**src/rtl/usb_fs_out_rxbuf.sv**
```systemverilog
// rtl/usb_fs_out_rxbuf.sv - OUT endpoint receive buffer with speculative commit and ACK/NAK request
//
// Matches OUT tokens addressed to (dev_addr, ENDP). Writes the following DATA0/DATA1
// bytes speculatively into a byte FIFO. Commits them minus the CRC16 trailer only when
// the packet is good and carries the expected toggle. Otherwise the bytes are rolled back.
//
// Ports:
//   clk, reset            endpoint clock, synchronous active-high reset
//   dev_addr              current device address
//   rx_pkt_start/end      packet framing pulses from the receive path
//   rx_pid/addr/endp      decoded fields, valid with rx_pkt_end
//   rx_pkt_valid          packet passed PID/CRC checks (sampled on rx_pkt_end)
//   rx_data_put, rx_data  received byte stream (payload then CRC lo, hi)
//   hs_req, hs_pid        registered handshake request (ACK/NAK) for the transmit path
//   data_avail, data_out  show-ahead head of the committed FIFO
//   data_get              pop head byte
//   data_count            committed bytes in the FIFO
module usb_fs_out_rxbuf #(
    parameter int DEPTH_LOG2 = 6,
    parameter int ENDP       = 1
) (
    input  logic                  clk,
    input  logic                  reset,
    input  logic [6:0]            dev_addr,
    input  logic                  rx_pkt_start,
    input  logic                  rx_pkt_end,
    input  logic [3:0]            rx_pid,
    input  logic [6:0]            rx_addr,
    input  logic [3:0]            rx_endp,
    input  logic                  rx_pkt_valid,
    input  logic                  rx_data_put,
    input  logic [7:0]            rx_data,
    output logic                  hs_req,
    output logic [3:0]            hs_pid,
    output logic                  data_avail,
    output logic [7:0]            data_out,
    input  logic                  data_get,
    output logic [DEPTH_LOG2:0]   data_count
);

    localparam int PW = DEPTH_LOG2 + 1;
    localparam logic [PW-1:0] DEPTH = {1'b1, {DEPTH_LOG2{1'b0}}};

    localparam logic [3:0] PID_OUT   = 4'b0001;
    localparam logic [3:0] PID_DATA0 = 4'b0011;
    localparam logic [3:0] PID_DATA1 = 4'b1011;
    localparam logic [3:0] PID_ACK   = 4'b0010;
    localparam logic [3:0] PID_NAK   = 4'b1010;

    typedef enum logic [1:0] {
        S_IDLE,
        S_TOKEN,
        S_DATA
    } state_e;

    state_e          state_q, state_d;
    logic [PW-1:0]   wr_ptr_q, wr_ptr_d;
    logic [PW-1:0]   spec_ptr_q, spec_ptr_d;
    logic [PW-1:0]   rd_ptr_q, rd_ptr_d;
    logic            toggle_q, toggle_d;
    logic            ovf_q, ovf_d;
    // Only "fewer than two bytes" matters at packet end, so a 2-bit saturating count suffices.
    logic [1:0]      byte_cnt_q, byte_cnt_d;
    logic            hs_req_q, hs_req_d;
    logic [3:0]      hs_pid_q, hs_pid_d;
    logic            mem_we;
    logic [PW-1:0]   spec_used;
    logic            is_data_pid;

    logic [7:0] mem [2**DEPTH_LOG2];

    // Occupancy seen by the speculative writer; uses the live read pointer so pops
    // during a packet free space immediately.
    assign spec_used   = spec_ptr_q - rd_ptr_q;
    assign is_data_pid = (rx_pid == PID_DATA0) || (rx_pid == PID_DATA1);

    always_comb begin
        state_d    = state_q;
        wr_ptr_d   = wr_ptr_q;
        spec_ptr_d = spec_ptr_q;
        rd_ptr_d   = rd_ptr_q;
        toggle_d   = toggle_q;
        ovf_d      = ovf_q;
        byte_cnt_d = byte_cnt_q;
        hs_req_d   = 1'b0;
        hs_pid_d   = hs_pid_q;
        mem_we     = 1'b0;

        if (data_get && (wr_ptr_q != rd_ptr_q)) begin
            rd_ptr_d = rd_ptr_q + 1'b1;
        end

        case (state_q)
            S_IDLE: begin
                if (rx_pkt_end && rx_pkt_valid && (rx_pid == PID_OUT) &&
                    (rx_addr == dev_addr) && (rx_endp == 4'(ENDP))) begin
                    state_d = S_TOKEN;
                end
            end
            S_TOKEN: begin
                if (rx_pkt_start) begin
                    state_d    = S_DATA;
                    spec_ptr_d = wr_ptr_q;
                    byte_cnt_d = 2'd0;
                    ovf_d      = 1'b0;
                end else if (rx_pkt_end) begin
                    state_d = S_IDLE;
                end
            end
            S_DATA: begin
                if (rx_pkt_end) begin
                    state_d = S_IDLE;
                    if (!rx_pkt_valid || !is_data_pid || (byte_cnt_q < 2'd2)) begin
                        // silently dropped: host will time out and retry
                    end else if (ovf_q) begin
                        hs_req_d = 1'b1;
                        hs_pid_d = PID_NAK;
                    end else if (rx_pid[3] == toggle_q) begin
                        wr_ptr_d = spec_ptr_q - PW'(2);
                        toggle_d = ~toggle_q;
                        hs_req_d = 1'b1;
                        hs_pid_d = PID_ACK;
                    end else begin
                        // duplicate of an already-accepted packet: our ACK was lost
                        hs_req_d = 1'b1;
                        hs_pid_d = PID_ACK;
                    end
                end else if (rx_pkt_start) begin
                    spec_ptr_d = wr_ptr_q;
                    byte_cnt_d = 2'd0;
                    ovf_d      = 1'b0;
                end else if (rx_data_put) begin
                    if (byte_cnt_q != 2'd3) begin
                        byte_cnt_d = byte_cnt_q + 2'd1;
                    end
                    if (spec_used < DEPTH) begin
                        mem_we     = 1'b1;
                        spec_ptr_d = spec_ptr_q + 1'b1;
                    end else begin
                        ovf_d = 1'b1;
                    end
                end
            end
            default: state_d = S_IDLE;
        endcase
    end

    always_ff @(posedge clk) begin
        if (reset) begin
            state_q    <= S_IDLE;
            wr_ptr_q   <= '0;
            spec_ptr_q <= '0;
            rd_ptr_q   <= '0;
            toggle_q   <= 1'b0;
            ovf_q      <= 1'b0;
            byte_cnt_q <= 2'd0;
            hs_req_q   <= 1'b0;
            hs_pid_q   <= 4'd0;
        end else begin
            state_q    <= state_d;
            wr_ptr_q   <= wr_ptr_d;
            spec_ptr_q <= spec_ptr_d;
            rd_ptr_q   <= rd_ptr_d;
            toggle_q   <= toggle_d;
            ovf_q      <= ovf_d;
            byte_cnt_q <= byte_cnt_d;
            hs_req_q   <= hs_req_d;
            hs_pid_q   <= hs_pid_d;
        end
    end

    always_ff @(posedge clk) begin
        if (mem_we) begin
            mem[spec_ptr_q[DEPTH_LOG2-1:0]] <= rx_data;
        end
    end

    assign hs_req     = hs_req_q;
    assign hs_pid     = hs_pid_q;
    assign data_avail = (wr_ptr_q != rd_ptr_q);
    assign data_count = wr_ptr_q - rd_ptr_q;
    assign data_out   = mem[rd_ptr_q[DEPTH_LOG2-1:0]];

endmodule
```
**config.mk**
```make
export PLATFORM = sky130hd
export DESIGN_NAME = usb_fs_out_rxbuf
export DESIGN_NICKNAME = d
export VERILOG_FILES = /design/src/rtl/usb_fs_out_rxbuf.sv
export SDC_FILE = /design/constraint.sdc
export NUM_CORES = 1
export LEC_CHECK = 0
export ABC_AREA = 1
export CORE_ASPECT_RATIO = 1.4
export CORE_MARGIN = 3
export CORE_UTILIZATION = 62
export CTS_BUF_LIST = sky130_fd_sc_hd__clkbuf_4
export DETAILED_ROUTE_END_ITERATION = 8
export PLACE_DENSITY = 0.8
export SYNTH_ARGS = -nofsm -noshare
export SYNTH_HDL_FRONTEND = slang
export SYNTH_SLANG_ARGS = --single-unit
export TNS_END_PERCENT = 100
```
**constraint.sdc**
```tcl
create_clock -name clk -period 4.3 [get_ports clk]
set_input_delay 0.86 -clock clk [delete_from_list [all_inputs] [get_ports clk]]
set_output_delay 0.86 -clock clk [all_outputs]
set_load 0.005 [all_outputs]
```
==> flow_summary_export.csv <==
group,metric,value,unit
finish,design_area,0.0260,mm2
grt,overflow,0,
timing,rsz0062_at_grt,"yes",
worst_hold_path,hold_depth,2,
outcome,status,"complete, no violations",
drt,vias,16900,
grt,grtUsageTotal,0.294,
floorplan,core,0.0369,mm2
timing,maxSlewViolCount,0,
critical_path,cp_slowest_stage_delay,0.52,ns
critical_path,path_max_fanout,110,
place,placed_cell_area,0.0243,mm2
floorplan,io_pins,58,
critical_path,regToRegStartpoint,"spec_ptr_q[5]",
power,cellInternalPower,8.07,mW
timing,tightest_slew,1.12,ns
logic_synthesis,yosysUniqueCellTypes,42,
power,combPwrFrac,0.094,
worst_hold_path,holdPathEnd,"hs_pid[1]",
grt,grt_pass1_wl,90500,um
power,switchingPower,2.69,mW
clock_network,clkSinkCount,548,
logic_synthesis,netlist_area,0.0233,mm2
drt,via_per_inst,5.98,
logic_synthesis,avgSynthCellArea,10.9,um2
grt,antenna_found_initial,1,
floorplan,die_w,170,um
logic_synthesis,yosys_warnings,0,
drt,ant_nets,0,
grt,grt_pass1_vias,16800,
power,power.density,415,mW/mm2
logic_synthesis,synth_seq_cells,548,
clock_network,worstSkewPairLatency,0.87,ns
floorplan,die_area,0.0400,mm2
clock_network,cts_max_level,3,
drt,dr.pass1.iters,6,
drt,drc_errors,0,
critical_path,crit_required,3.44,ns
timing,setup_viol,0,
critical_path,path_class,"reg2out",
place,gp_congestion,0.925,
logic_synthesis,yosysSeqAreaShare,0.690,
critical_path,r2r_slack,1.12,ns
worst_hold_path,hold_start,"hs_pid[1]",
critical_path,critical_path.endpoint_type,"primary output",
finish,fill_cells,2534,
finish,multi_input_area,0.00645,mm2
logic_synthesis,ys_async_sr_fraction,0,
drt,routedWlPerCell,20.7,um
timing,fin_skew,0.0481,ns
place,dp_hpwl,34900,um
timing,hold_viol,0,
finish,finish.utilization,0.704,
power,p_seq_frac,0.542,
clock_network,post_cts.repair.setup_buffers,0,
run,drv_cap,0,
critical_path,arrival,3.30,ns
logic_synthesis,synth-main-ff-cell,"edfxtp_1",
logic_synthesis,syn-instance-count,2136,
finish,regArea,0.0161,mm2
power,clkPwrFrac,0.364,
clock_network,path_clk_slew,0.07,ns
logic_synthesis,synth-edff-count,512,
critical_path,crit_path_start_kind,"flip-flop",
clock_network,clockRootBuffer,"clkbuf_4",
critical_path,reg2reg_to,"mem[3][4]",
grt,grt_max_degree,129,
place,io_buffers,55,
clock_network,cts_hold_buf,0,
timing,max_clock_freq,0.240,GHz
critical_path,worstPathCellList,"buf_16 -> nand2_1 -> nand3_1 -> nand3_1 -> nand2_1 -> nand2_1 -> nand3_1 -> nand3_1 -> nand2_1 -> clkdlybuf4s50_1",
drt,routed_wl,58300,um
floorplan,num_rows,83,
clock_network,cts_tree,"done",
power,finalPower,10.8,mW
clock_network,cts_buffers,120,
timing,period_minus_slack,4.16,ns
power,peakVddDrop,0.000200,V
worst_hold_path,worstHoldPathType,"reg2reg",
critical_path,cp_slowest_cell,"clkdlybuf4s50_1",
power,swShare,0.250,
drt,drt_iter0_markers,1988,
finish,area.growth.synth_to_final,11.3,%
place,post-place-ws,0.747,ns
timing,fin_crit_sh,0.969,
finish,nets,2306,
floorplan,die_y,235,um
clock_network,cts.path.max_buffers,3,
timing,slew-limit-headroom,0.254,
finish,layout-drive-gt1-share,0.123,
critical_path,reg2reg_depth,8,
floorplan,initial_core_util,0.633,
power,leakagePower,9.66,nW
timing,worst_slack,0.135,ns
[per-layer routing]
layer,up-vias,GRT usage,share of wire
met5,-,0,0
met4,0,0.150,0.045
met3,175,0.0603,0.10
met2,1052,0.481,0.50
met1,7891,0.374,0.36
li1,7732,-,-
[power groups by stage]
stage	registers (mW)	clock network, mW	logic (mW)
final	5.83	3.92	1.01
after global routing	5.83	4.22	1.10
after CTS	5.83	3.97	0.997
after detailed placement	5.95	0	0.976
after global placement	5.95	0	0.949
after floorplan	5.94	0	0.604
[through the flow]
stage | hold WS, ns | TNS (ns) | instances
2_1_floorplan | 0.445 | 0 | 2137
3_3_place_gp | 0.458 | 0 | 2593
3_5_place_dp | 0.468 | 0 | 2593
4_1_cts | 0.438 | 0 | 2817
5_1_grt | 0.459 | -0.0136 | 2818
6_report | 0.482 | 0 | 2819
[synthesized netlist by cell type (2+ instances only)]
cell / instances / share of area
nor3_1: 29 / 0.0062
ha_1: 19 / 0.010
inv_1: 51 / 0.0082
nand3_1: 456 / 0.098
nor2_1: 87 / 0.014
nand2_1: 723 / 0.12
nand2_2: 5 / 0.0013
buf_6: 4 / 0.0019
buf_4: 5 / 0.0016
edfxtp_1: 512 / 0.66
nor3_2: 9 / 0.0039
nand3b_1: 2 / 0.00064
buf_1: 24 / 0.0039
xor2_1: 13 / 0.0049
a211oi_1: 2 / 0.00064
dfxtp_1: 36 / 0.031
clkbuf_1: 28 / 0.0045
a21oi_1: 17 / 0.0036
xnor2_1: 3 / 0.0011
nand2_4: 3 / 0.0014
nand4_1: 4 / 0.0011
o22ai_1: 2 / 0.00054
inv_2: 4 / 0.00064
buf_2: 59 / 0.013
o21ai_0: 22 / 0.0047
[cell usage in the layout, fill, tap and decap left out, drive strengths merged, types with 3 or more instances in the layout]
cell type and instances:
a21oi 17, buf 64, clkbuf 167, clkdlybuf4s50 47, clkinv 52, dfxtp 36
edfxtp 512, ha 19, inv 57, nand2 732, nand3 457, nand4 4
nor2 88, nor3 38, o21ai 23, xnor2 3, xor2 14
[state kept, by name, indices dropped and copies added (netlist names), named ones only]
name and flops:
hs_req 1, ovf_q 1, wr_ptr_q 7, rd_ptr_q 7, byte_cnt_q 2, state_q 2, spec_ptr_q 7, mem 512
toggle_q 1, hs_pid 2
[worst max path at each step]
stage | cells past startpoint | start | slack, ns | to
after global routing | 10 | flip-flop | -0.01 | data_out[4]
after CTS | 11 | flip-flop | 0.01 | data_out[4]
after floorplan | 5 | rx_data_put | 1.73 | mem[4][0]
after global placement | 6 | rx_pkt_start | 0.85 | mem[41][2]
final | 10 | flip-flop | 0.14 | data_out[0]
after detailed placement | 6 | rx_pkt_start | 0.75 | mem[41][2]
[area by class of cell]
cell class	count	area share
sequential	548	0.620
multi-input combinational	1412	0.248
clock buffer	167	0.0483
timing repair buffer	111	0.0403
tap	467	0.0225
clock inverter	56	0.0111
inverter	56	0.00873
antenna	2	0.000193
[critical path, delay by kind of cell (launching register included)]
family	cells	cell delay, ns
flops	1	0.48
simple gates	8	0.97
buf+inv	2	0.91
[logic make-up after synthesis]
logic type	after synthesis	synth area share
xor gates and xnor gates	17	0.00671
DFF	548	0.690
and+or+nand+nor	1324	0.246
adders and majority gates	20	0.0111
other	1	0.000161
AOI/OAI and AO/OA	49	0.0117
buffers and inverters	177	0.0339
[repair_timing]
action                     CTS  global route
gates cloned                 1             0
setup endpoints to repair    8             6
gates resized for setup      3             6
Power figures use the tool's default switching activity.
